[src/rtl/fq_ingress.sv]
// fq_ingress: packet-framing writer for the fair-queue scheduler's per-flow
// input FIFOs. Each packet is buffered whole so that its word count can be
// stamped into bits [7:0] of every record written out. Packets longer than
// MAX_PKT words are discarded in full.
//
// Compile-time option:
//   FQ_INGRESS_STATS_EN - when defined, drop_count counts dropped packets
//                         (saturating). When undefined, drop_count is 0 and
//                         no counter is built.
//
// Handshake: a word moves when in_valid && in_ready in the same cycle.
// in_valid must not depend on in_ready. fifo_wrreq is a single-cycle
// write strobe and is only raised when the matching fifo_full is low.
// The FSM state is the internal signal 'state' (type state_t).
module fq_ingress #(
    parameter int NUM_IN_LOG2 = 3,
    parameter int MAX_PKT     = 16
) (
    input  logic                   clk,
    input  logic                   rst,
    input  logic                   in_valid,
    output logic                   in_ready,
    input  logic [55:0]            in_data,
    input  logic [NUM_IN_LOG2-1:0] in_flow,
    input  logic                   in_last,
    output logic                   fifo_wrreq [1 << NUM_IN_LOG2],
    input  logic                   fifo_full  [1 << NUM_IN_LOG2],
    output logic [63:0]            fifo_wdata,
    output logic [15:0]            drop_count
);

    localparam int         N     = 1 << NUM_IN_LOG2;
    // Buffer index width; one bit minimum so MAX_PKT == 1 still works.
    localparam int         AW    = (MAX_PKT > 1) ? $clog2(MAX_PKT) : 1;
    localparam logic [7:0] MAX_W = 8'(MAX_PKT);

    typedef enum logic [1:0] {
        S_IDLE    = 2'd0,
        S_COLLECT = 2'd1,
        S_DROP    = 2'd2,
        S_DRAIN   = 2'd3
    } state_t;

    state_t                 state;
    logic [7:0]             wr_ptr;   // words held; doubles as the stamped count
    logic [7:0]             rd_ptr;
    logic [NUM_IN_LOG2-1:0] flow_q;
    logic [55:0]            pkt_buf [1 << AW];

    logic xfer;
    logic wr_fire;

    assign in_ready = !rst && (state != S_DRAIN);
    assign xfer     = in_valid && in_ready;
    assign wr_fire  = !rst && (state == S_DRAIN) && !fifo_full[flow_q];

    // Packet buffer storage; overflow words are simply not stored.
    always_ff @(posedge clk) begin
        if (xfer && state == S_IDLE) begin
            pkt_buf[0] <= in_data;
        end else if (xfer && state == S_COLLECT && wr_ptr < MAX_W) begin
            pkt_buf[wr_ptr[AW-1:0]] <= in_data;
        end
    end

    // Framing FSM: collect a packet, then drain it into the selected FIFO.
    always_ff @(posedge clk) begin
        if (rst) begin
            state  <= S_IDLE;
            wr_ptr <= 8'd0;
            rd_ptr <= 8'd0;
            flow_q <= '0;
        end else begin
            case (state)
                S_IDLE: begin
                    if (xfer) begin
                        flow_q <= in_flow;
                        wr_ptr <= 8'd1;
                        state  <= in_last ? S_DRAIN : S_COLLECT;
                    end
                end
                S_COLLECT: begin
                    if (xfer) begin
                        if (wr_ptr < MAX_W) begin
                            wr_ptr <= wr_ptr + 8'd1;
                            if (in_last) state <= S_DRAIN;
                        end else begin
                            // Overflow: this word and the rest are thrown away.
                            wr_ptr <= 8'd0;
                            state  <= in_last ? S_IDLE : S_DROP;
                        end
                    end
                end
                S_DROP: begin
                    if (xfer && in_last) state <= S_IDLE;
                end
                S_DRAIN: begin
                    if (wr_fire) begin
                        if (rd_ptr == wr_ptr - 8'd1) begin
                            rd_ptr <= 8'd0;
                            wr_ptr <= 8'd0;
                            state  <= S_IDLE;
                        end else begin
                            rd_ptr <= rd_ptr + 8'd1;
                        end
                    end
                end
                default: state <= S_IDLE;
            endcase
        end
    end

    // Write strobe to the latched flow only, data shared by all FIFOs.
    always_comb begin
        for (int i = 0; i < N; i++) fifo_wrreq[i] = 1'b0;
        fifo_wrreq[flow_q] = wr_fire;
        fifo_wdata         = {pkt_buf[rd_ptr[AW-1:0]], wr_ptr};
    end

`ifdef FQ_INGRESS_STATS_EN
    logic        drop_evt;
    logic [15:0] drop_q;

    // One event per dropped packet: either the overflowing word was last,
    // or the packet ends while discarding.
    assign drop_evt = xfer && in_last &&
                      ((state == S_COLLECT && wr_ptr == MAX_W) || state == S_DROP);

    // Saturating dropped-packet counter.
    always_ff @(posedge clk) begin
        if (rst) begin
            drop_q <= 16'd0;
        end else if (drop_evt && drop_q != 16'hFFFF) begin
            drop_q <= drop_q + 16'd1;
        end
    end

    assign drop_count = drop_q;
`else
    assign drop_count = 16'd0;
`endif

endmodule

[config.mk]
export PLATFORM = sky130hd
export DESIGN_NAME = fq_ingress
export DESIGN_NICKNAME = d
export VERILOG_FILES = /design/src/rtl/fq_ingress.sv
export SDC_FILE = /design/constraint.sdc
export NUM_CORES = 1
export LEC_CHECK = 0
export CORE_ASPECT_RATIO = 0.8
export CORE_MARGIN = 1
export CORE_UTILIZATION = 50
export CTS_CLUSTER_SIZE = 30
export DETAILED_ROUTE_END_ITERATION = 16
export GPL_TIMING_DRIVEN = 0
export HOLD_SLACK_MARGIN = 0.05
export PLACE_DENSITY = 0.68
export SLEW_MARGIN = 40
export SYNTH_ARGS = -nofsm -noshare
export SYNTH_HDL_FRONTEND = slang
export SYNTH_SLANG_ARGS = --single-unit
[constraint.sdc]
create_clock -name clk -period 9.85 [get_ports clk]
set_input_delay 2.955 -clock clk [delete_from_list [all_inputs] [get_ports clk]]
set_output_delay 2.955 -clock clk [all_outputs]
set_load 0.02 [all_outputs]
* Word-level counts from Yosys, hierarchy flattened
Memory sizes are Yosys's and may differ from the RTL's. A register that Yosys moved wholly into a read port is not among the register bits.
Cells that the tools add are included.
** Cells by class
- Order comparisons :: 3
- Equal/unequal tests :: 11
- $add $sub $neg :: 3
- Bitwise gates (word level) :: 2
- Mux-type cells :: 32
- Reductions and logical operators :: 18
** Operators by type and width (count)
- 2-to-1 mux 56 bit :: 1
- OR reduction 56 bit :: 1
- 2-to-1 mux 8 bit :: 6
- one-hot mux 8 bit (3 select lines) :: 1
- 2-to-1 mux 2 bit :: 9
- adder 8 x 1 -> 8 bit (second input constant) :: 2
- 2-to-1 mux 4 bit :: 3
- inequality test 2 bit (second input constant) :: 5
- logical AND 1 bit :: 9
- 2-to-1 mux 1 bit :: 9
- AND 8 bit :: 1
- == test 8 bit :: 1
- less-than comparator 8 x 5 -> 1 bit (second input constant) :: 1
- one-hot mux 2 bit (4 select lines) :: 1
- subtractor 8 x 1 -> 8 bit (second input constant) :: 1
- AND reduction 6 bit :: 1
- AND reduction 5 bit :: 1
- == test 2 bit (second input constant) :: 2
- >= comparator 4 bit (second input constant) :: 1
- less-than comparator 4 x 1 -> 1 bit (second input constant) :: 1
- inverter 3 -> 4 bit :: 1
- AND reduction 2 bit :: 2
- binary-select mux 1 bit (select 3 bit) :: 1
- demux 1 bit (select 3 bit) :: 1
- other kinds (6) :: 7
** Storage, ports and cells
- Input bits :: 71
- Memories kept :: 1
- Flip-flop bits (word level) :: 21
- Logic and storage cells :: 74
- Bits in writable memories :: 896
- Output and inout bits :: 89
** Memories
- pkt_buf :: words 16, width 56, read ports 1, clocked after memory_dff 1, write ports 1, RTL line 48 : logic [55:0] pkt_buf [1 << AW];

* Longest topological paths before layout
Gate-level depths: netlist of the first run.
- Depth in word-level cells :: 10
- Depth in mapped cells :: 10
- Depth with buffers taken out :: 8

* Least setup slack after synthesis of the first run
No wires, ideal clock.
- Path kind :: in2reg
- Start :: input rst
- End :: memory pkt_buf[3][0], enable pin
- Data arrival time :: 8050 ps
- Setup time :: 539 ps
- Data required time :: 9311 ps
- Stages on the path :: 6
- Slack :: 1261 ps
- Cell sequence :: clkbuf_1 -> a21oi_1 -> nand2_1 -> nor2_1 -> nand3_1 -> nor3_1
** Between the ends
- Cells in the longest elaborated chain, start to end :: 10
** Ends and longest elaborated chain
- start, declared :: RTL line 20 : input logic rst,
- zero test 1 bit (*) :: RTL line 53 : assign in_ready = !rst && (state != S_DRAIN);
- logical AND 1 bit (*) :: RTL line 53
- net in_ready :: RTL line 22 : output logic in_ready,
- logical AND 1 bit (*) :: RTL line 54 : assign xfer = in_valid && in_ready;
- logical AND 1 bit (2 in series) :: RTL line 61 : end else if (xfer && state == S_COLLECT && wr_ptr < MAX_W) begin
- 2-to-1 mux 1 bit :: RTL line 61
- 2-to-1 mux 1 bit :: RTL line 59 : if (xfer && state == S_IDLE) begin
- 2-to-1 mux 1 bit (not written as such) :: RTL line 62 : pkt_buf[wr_ptr[AW-1:0]] <= in_data;
- OR reduction 56 bit (no line)
- 2-to-1 mux 4 bit (no line) / 2-to-1 mux 1 bit (equally long branches)
- end, declared :: RTL line 48
Mark *: on every way through the listed nets, which the timed path passes. The rest lies on a longest branch.

==> flow_summary.json, run 1 <==
{
  "grt_max_degree": 17,
  "r2r-start": "wr_ptr[4]",
  "clock_latency_ns": 0.63,
  "power_frac_comb": 0.031,
  "synthAdderAreaFrac": 0.00106,
  "drv_cap": 0,
  "clock_skew_ns": 0.0185,
  "synthXorXnorAreaFrac": 0.00398,
  "ys_async_sr_fraction": 0,
  "die-area_sq_um": 71600,
  "finalSetupTns_ns": 0,
  "drc": 0,
  "synthMuxAreaShare": 0.181,
  "overflow": 0,
  "ys_types": 54,
  "syn-cell-area_sq_um": 35300,
  "cts.sinks": 921,
  "grt-busiest-layer": "met2",
  "reg2reg_depth": 11,
  "swShare": 0.199,
  "hold_buffers": 0,
  "cts_tree": "yes",
  "setup_violations": 0,
  "crit_path_end_kind": "output port",
  "gr-usage-met2": 0.353,
  "die_h_um": 239,
  "dp.cells": 2640,
  "whs_path_depth": 1,
  "cellPowerDensity_nw_per_um2": 186,
  "path_clk_slew_ns": 0.06,
  "areaGrowthSynthToFinish_pct": 20.3,
  "ant_nets": 0,
  "first_global_vias": 17191,
  "fmax_mhz": 118,
  "slew_headroom": 0.400,
  "min_to": "wr_ptr[7]",
  "ys_seq_area_frac": 0.777,
  "period_minus_slack_ns": 8.49,
  "io_pins": 160,
  "cp-start-kind": "input port",
  "post_cts_resized": 0,
  "synth.top_cell.area_share": 0.763,
  "p_leak_nw": 13.2,
  "dr.pass1.iters": 7,
  "gr-usage-met1": 0.332,
  "cts_buffer_depth": 3,
  "hpwl_um": 50600,
  "synth_seq_cells": 921,
  "synth-edff-count": 896,
  "grt_first_pass_wirelength_um": 116000,
  "drive_gt1_frac": 0.314,
  "final_core_util": 0.612,
  "period_share": 0.862,
  "synth_compound_area_frac": 0.00848,
  "ys.flop_type": "edfxtp_1",
  "cts_max_level": 3,
  "drt_wl_total_um": 78900,
  "slew_violations": 0,
  "fin_hold_ws_ns": 0.561,
  "intPower_mw": 6.31,
  "initial_core_util": 0.509,
  "layout.cells.non_filler": 2805,
  "finalNetCount": 1880,
  "synth_area_leaders": "edfxtp_1 (76%), mux4_2 (18%), dfxtp_1 (1.4%)",
  "synthTopCellsByCount": "edfxtp_1 (896), mux4_2 (280), clkbuf_1 (41)",
  "drt_iter0_drc": 1851,
  "vias": 16627,
  "clockRootBuffer": "clkbuf_16",
  "tightest_slew_ns": 0.900,
  "worst_r2r_endpoint": "pkt_buf[1][32]",
  "synth_top_family_by_area": "multiplexers",
  "worstPathRequired_ns": 6.90,
  "avgSynthCellArea_sq_um": 24.1,
  "synth-simple-area-share": 0.0148,
  "post_drt_wl_per_cell_um": 28.1,
  "io_buffer_count": 143,
  "crit_fanout": 10,
  "synth_cells": 1461,
  "synth_most_common_cell": "edfxtp_1",
  "power_mw": 7.88,
  "ys_warn_count": 0,
  "power.net_switching_mw": 1.56,
  "synth_top_area_cell": "edfxtp_1",
  "use_met3": 0.0468,
  "post_cts_buffers": 0,
  "worstPathArrival_ns": 5.54,
  "finalHoldViolations": 0,
  "p_seq_frac": 0.548,
  "gp_congestion": 0.790,
  "numCtsBuffers": 88,
  "path_class": "input port to output port",
  "num_rows": 86,
  "worstHoldStart": "wr_ptr[7]",
  "antenna_found_initial": 3,
  "r2r_setup_slack_ns": 6.14,
  "pwr-share-clk": 0.421,
  "gr-usage-all-layers": 0.226,
  "die_w_um": 299,
  "hp-class": "register to register",
  "rsz0062_at_grt": "false",
  "core_area_sq_um": 69300,
  "outcome": "completed",
  "nFillCells": 4757,
  "post_drt_via_cell_ratio": 5.93,
  "ir_worst_vdd_mv": 0.166
}
-- power groups by stage --
| stage | combinational (mW) | sequential [mW] | clock (mW) |
|---|---|---|---|
| floorplan | 0.105 | 4.40 | 0 |
| global placement | 0.223 | 4.41 | 0 |
| detailed placement | 0.242 | 4.40 | 0 |
| CTS | 0.244 | 4.32 | 3.37 |
| global route | 0.260 | 4.32 | 3.52 |
| finish | 0.243 | 4.32 | 3.32 |
-- metrics by stage --
stage | instance area [sq um] | setup WS (ns)
6_report | 42400 | 1.36
3_5_place_dp | 39500 | 1.37
4_1_cts | 42400 | 1.34
5_1_grt | 42400 | 1.20
2_1_floorplan | 35300 | 1.26
3_3_place_gp | 37900 | -4.14
-- area by class of cell --
| type | count | area, sq um | share of cell area |
|---|---|---|---|
| flip-flops and latches | 921 | 27400 | 0.647 |
| multi-input cells | 458 | 7550 | 0.178 |
| repair buffers | 240 | 2940 | 0.0694 |
| clock buffers | 108 | 2320 | 0.0547 |
| well taps | 924 | 1160 | 0.0273 |
| clock inverters | 56 | 519 | 0.0122 |
| plain buffers | 91 | 470 | 0.0111 |
| inverters | 6 | 22.5 | 0.000531 |
| diodes | 1 | 2.50 | 0.0000590 |
-- how the worst max path moves through the flow --
stage / slack (ns) / endpoint / start
2_1_floorplan: 1.26 / pkt_buf[3][0] / rst
3_3_place_gp: -4.14 / pkt_buf[1][31] / rst
3_5_place_dp: 1.37 / fifo_wrreq[4] / rst
4_1_cts: 1.34 / fifo_wrreq[4] / rst
5_1_grt: 1.20 / fifo_wrreq[4] / rst
6_report: 1.36 / fifo_wrreq[4] / rst
-- routing by layer --
| layer | share of wire | vias up |
|---|---|---|
| met1 | 0.43 | 8861 |
| met4 | 0.018 | 4 |
| li1 | - | 6976 |
| met2 | 0.48 | 688 |
| met3 | 0.071 | 98 |
| met5 | 0.00029 | - |
-- registers in the layout, summed over array words and instances, names as in the netlist, named ones only --
signal / flops
wr_ptr: 8
flow_q: 3
pkt_buf: 896
state: 2
rd_ptr: 8
-- cells by family (layout without fill, tap and decap cells) --
logic type                 count (synthesis)  in the layout
and+or+nand+nor                          100            100
AOI/OAI and AO/OA                         36             36
adders and majority gates                  3              3
DFF                                      921            921
xor gates and xnor gates                  16             16
other                                      1             17
muxes                                    287            287
buffers and inverters                     97            501
-- critical path, stage by stage --
cell and delay [ns]:
clkdlybuf4s50_1 0.42, and3b_1 0.23, o311ai_0 0.12, a221oi_1 0.47
buf_2 0.33, nand2_1 0.14, nor3b_1 0.22, clkdlybuf4s50_1 0.65
-- layout by cell type, fill, tap and decap left out, drive strengths merged, types with 10 or more instances in the layout --
cell,n
dfxtp,25
clkbuf,149
buf,147
conb,16
clkinv,40
mux4,280
xor2,10
nand2,11
clkdlybuf4s50,143
inv,10
edfxtp,896
nor2,37
nand3,11
Power figures use the tool's default switching activity.
==> inputs of run 2 (changes only) <==
- CTS_CLUSTER_SIZE: 30 -> default
==> results of run 2 <==
Same layout as run 1: the final DEF is identical, and so are final timing and power.
==> inputs of run 3 (changes only) <==
- ABC_AREA: default -> 1
==> run 3 against run 2 <==
- routed wire length up 34%
- first-iteration DRC count is 69% higher
- register-to-register slack better by 0.59 ns
- synthesized area up 6.0%
- die area up 6.0%
- design area rose by 4.1%
- sequential power rose by 2%
- clock power down 3%
- sequential share of layout area is 2.5 points lower
- highest routed layer unchanged
==> flow_summary.json, run 3 <==
{
  "synth_most_common_cell": "edfxtp_1",
  "ys_seq_area_frac": 0.733,
  "outcome": "completed",
  "clock_latency_ns": 0.65,
  "period_minus_slack_ns": 8.23,
  "areaGrowthSynthToFinish_pct": 18.0,
  "synth-edff-count": 896,
  "fin_hold_ws_ns": 0.505,
  "path_class": "input port to output port",
  "clockRootBuffer": "clkbuf_16",
  "cts_buffer_depth": 3,
  "synth_area_leaders": "edfxtp_1 (72%), mux2i_1 (6.0%), o211ai_1 (4.5%)",
  "antenna_cells": 0,
  "numCtsBuffers": 88,
  "avgSynthCellArea_sq_um": 14.1,
  "cts.sinks": 921,
  "drv_cap": 0,
  "multi_input_area_sq_um": 8170,
  "clock_skew_ns": 0.0179,
  "grt_max_degree": 34,
  "setup_violations": 0,
  "synth_top_area_cell": "edfxtp_1",
  "p_leak_nw": 14.7,
  "finalSetupTns_ns": 0,
  "ys_types": 38,
  "cellPowerDensity_nw_per_um2": 192,
  "regMostFlops": "pkt_buf",
  "post_cts_buffers": 0,
  "layout_commonest_cell": "edfxtp_1",
  "initial_core_util": 0.506,
  "largestRegisters": "pkt_buf x896, rd_ptr x8, wr_ptr x8",
  "die_w_um": 308,
  "ys.flop_type": "edfxtp_1",
  "ys_async_sr_fraction": 0,
  "tightest_slew_ns": 0.884,
  "cts_max_level": 3,
  "gr-usage-all-layers": 0.277,
  "drt_iter0_drc": 3128,
  "first_global_vias": 23276,
  "final_cell_mix": "edfxtp_1 (896), o21ai_0 (264), inv_1 (257), a21oi_1 (239), o211ai_1 (225)",
  "rsz0062_at_grt": "false",
  "final-seq-area_sq_um": 27400,
  "drt_wl_total_um": 105000,
  "path_clk_slew_ns": 0.06,
  "synth_cells": 2648,
  "nFillCells": 5513,
  "core_area_sq_um": 73800,
  "hpwl_um": 70700,
  "die-area_sq_um": 75900,
  "drc": 0,
  "gp_congestion": 0.847,
  "dp.cells": 3915,
  "slew_headroom": 0.410,
  "layout.cells.non_filler": 4067,
  "post_cts_resized": 0,
  "synth.top_cell.area_share": 0.720,
  "worstPathArrival_ns": 5.28,
  "antenna_found_initial": 3,
  "ir_worst_vdd_mv": 0.136,
  "crit_fanout": 10,
  "slew_violations": 0,
  "crit_path_end_kind": "output port",
  "overflow": 0,
  "io_buffer_count": 143,
  "grt_first_pass_wirelength_um": 152000,
  "r2r_setup_slack_ns": 6.73,
  "dr.pass1.iters": 6,
  "synthTopCellsByCount": "edfxtp_1 (896), o21ai_0 (264), inv_1 (258)",
  "synth_seq_cells": 921,
  "largest_register_ffs": 896,
  "hold_buffers": 0,
  "cts_tree": "yes",
  "hp-class": "register to register",
  "period_share": 0.836,
  "die_h_um": 247,
  "drive_gt1_frac": 0.118,
  "finalHoldViolations": 0,
  "post_drt_via_cell_ratio": 5.94,
  "ys_warn_count": 0,
  "io_pins": 160,
  "syn-cell-area_sq_um": 37400,
  "worstPathRequired_ns": 6.90,
  "cp-start-kind": "input port",
  "ant_nets": 0,
  "fmax_mhz": 121,
  "finalNetCount": 3078,
  "vias": 24146,
  "num_rows": 89,
  "post_drt_wl_per_cell_um": 25.9
}
[run 3: cell types whose count changed in the layout (fill, tap and decap cells not counted), moves of 12 or more]
| cell | delta |
|---|---|
| o211ai_1 | +224 |
| clkbuf_1 | +55 |
| inv_1 | +251 |
| o21ai_0 | +259 |
| nand2_1 | +112 |
| nand3_1 | +89 |
| mux4_2 | -280 |
| buf_6 | +13 |
| a21oi_1 | +232 |
| buf_4 | +35 |
| buf_16 | -16 |
| nor2_1 | +12 |
| mux2i_1 | +217 |
[run 3: report_power, final]
| part | internal, mW | total, mW | switching [mW] |
|---|---|---|---|
| clock | 1.80 | 3.21 | 1.41 |
| combinational | 0.317 | 0.887 | 0.570 |
| sequential | 4.36 | 4.39 | 0.0269 |
[run 3: path summary, 6_finish.rpt]
| kind | start | end | cells after the start |
|---|---|---|---|
| max | rst | fifo_wrreq[2] | 8 |
| min | wr_ptr[7] | wr_ptr[7] | 2 |
| max reg2reg | wr_ptr[5] | pkt_buf[5][28] | 14 |
| min reg2reg | wr_ptr[7] | wr_ptr[7] | 2 |
[run 3: cell type report]
| class | instances | area share |
|---|---|---|
| repair buffers | 251 | 0.0598 |
| clock buffers | 107 | 0.0525 |
| plain buffers | 182 | 0.0218 |
| well taps | 1001 | 0.0284 |
| multi-input cells | 1291 | 0.185 |
| inverters | 269 | 0.0231 |
| clock inverters | 45 | 0.00803 |
| flip-flops and latches | 921 | 0.621 |
[run 3: per-layer routing]
| layer | wire (um) | part of all wire | up-vias | track usage |
|---|---|---|---|---|
| li1 | - | - | 10555 | - |
| met1 | 43000 | 0.41 | 11953 | 0.395 |
| met2 | 48200 | 0.46 | 1418 | 0.430 |
| met3 | 10900 | 0.10 | 214 | 0.0504 |
| met4 | 3320 | 0.032 | 6 | 0.0951 |
| met5 | 34 | 0.00032 | - | 0 |
[run 3: cells by family after synthesis]
family	count (synthesis)	synth area share
XOR/XNOR	5	0.00154
multiplexers	224	0.0600
AO/OA/AOI/OAI	731	0.113
adder cells (fa/ha/maj)	3	0.00100
AND/OR/NAND/NOR	312	0.0388
flip-flops	921	0.733
other	1	0.000100
buffers and inverters	451	0.0522
[run 3: worst max-delay path: stages]
cell	delay (ns)
clkdlybuf4s50_1	0.41
inv_1	0.20
nand3_1	0.16
nor2_2	0.15
nand3_4	0.15
clkbuf_1	0.28
nor4_1	0.29
clkdlybuf4s50_1	0.66
[run 3: through the flow]
stage / utilization / power, mW / setup slack (ns) / instance area [sq um]
6_report: 0.598 / 8.48 / 1.62 / 44100
5_1_grt: 0.598 / 8.72 / 1.45 / 44100
4_1_cts: 0.597 / 8.50 / 1.66 / 44100
3_5_place_dp: 0.561 / 5.35 / 1.67 / 41400
3_3_place_gp: 0.543 / 5.31 / -3.44 / 40100
2_1_floorplan: - / 4.96 / 1.48 / 37400
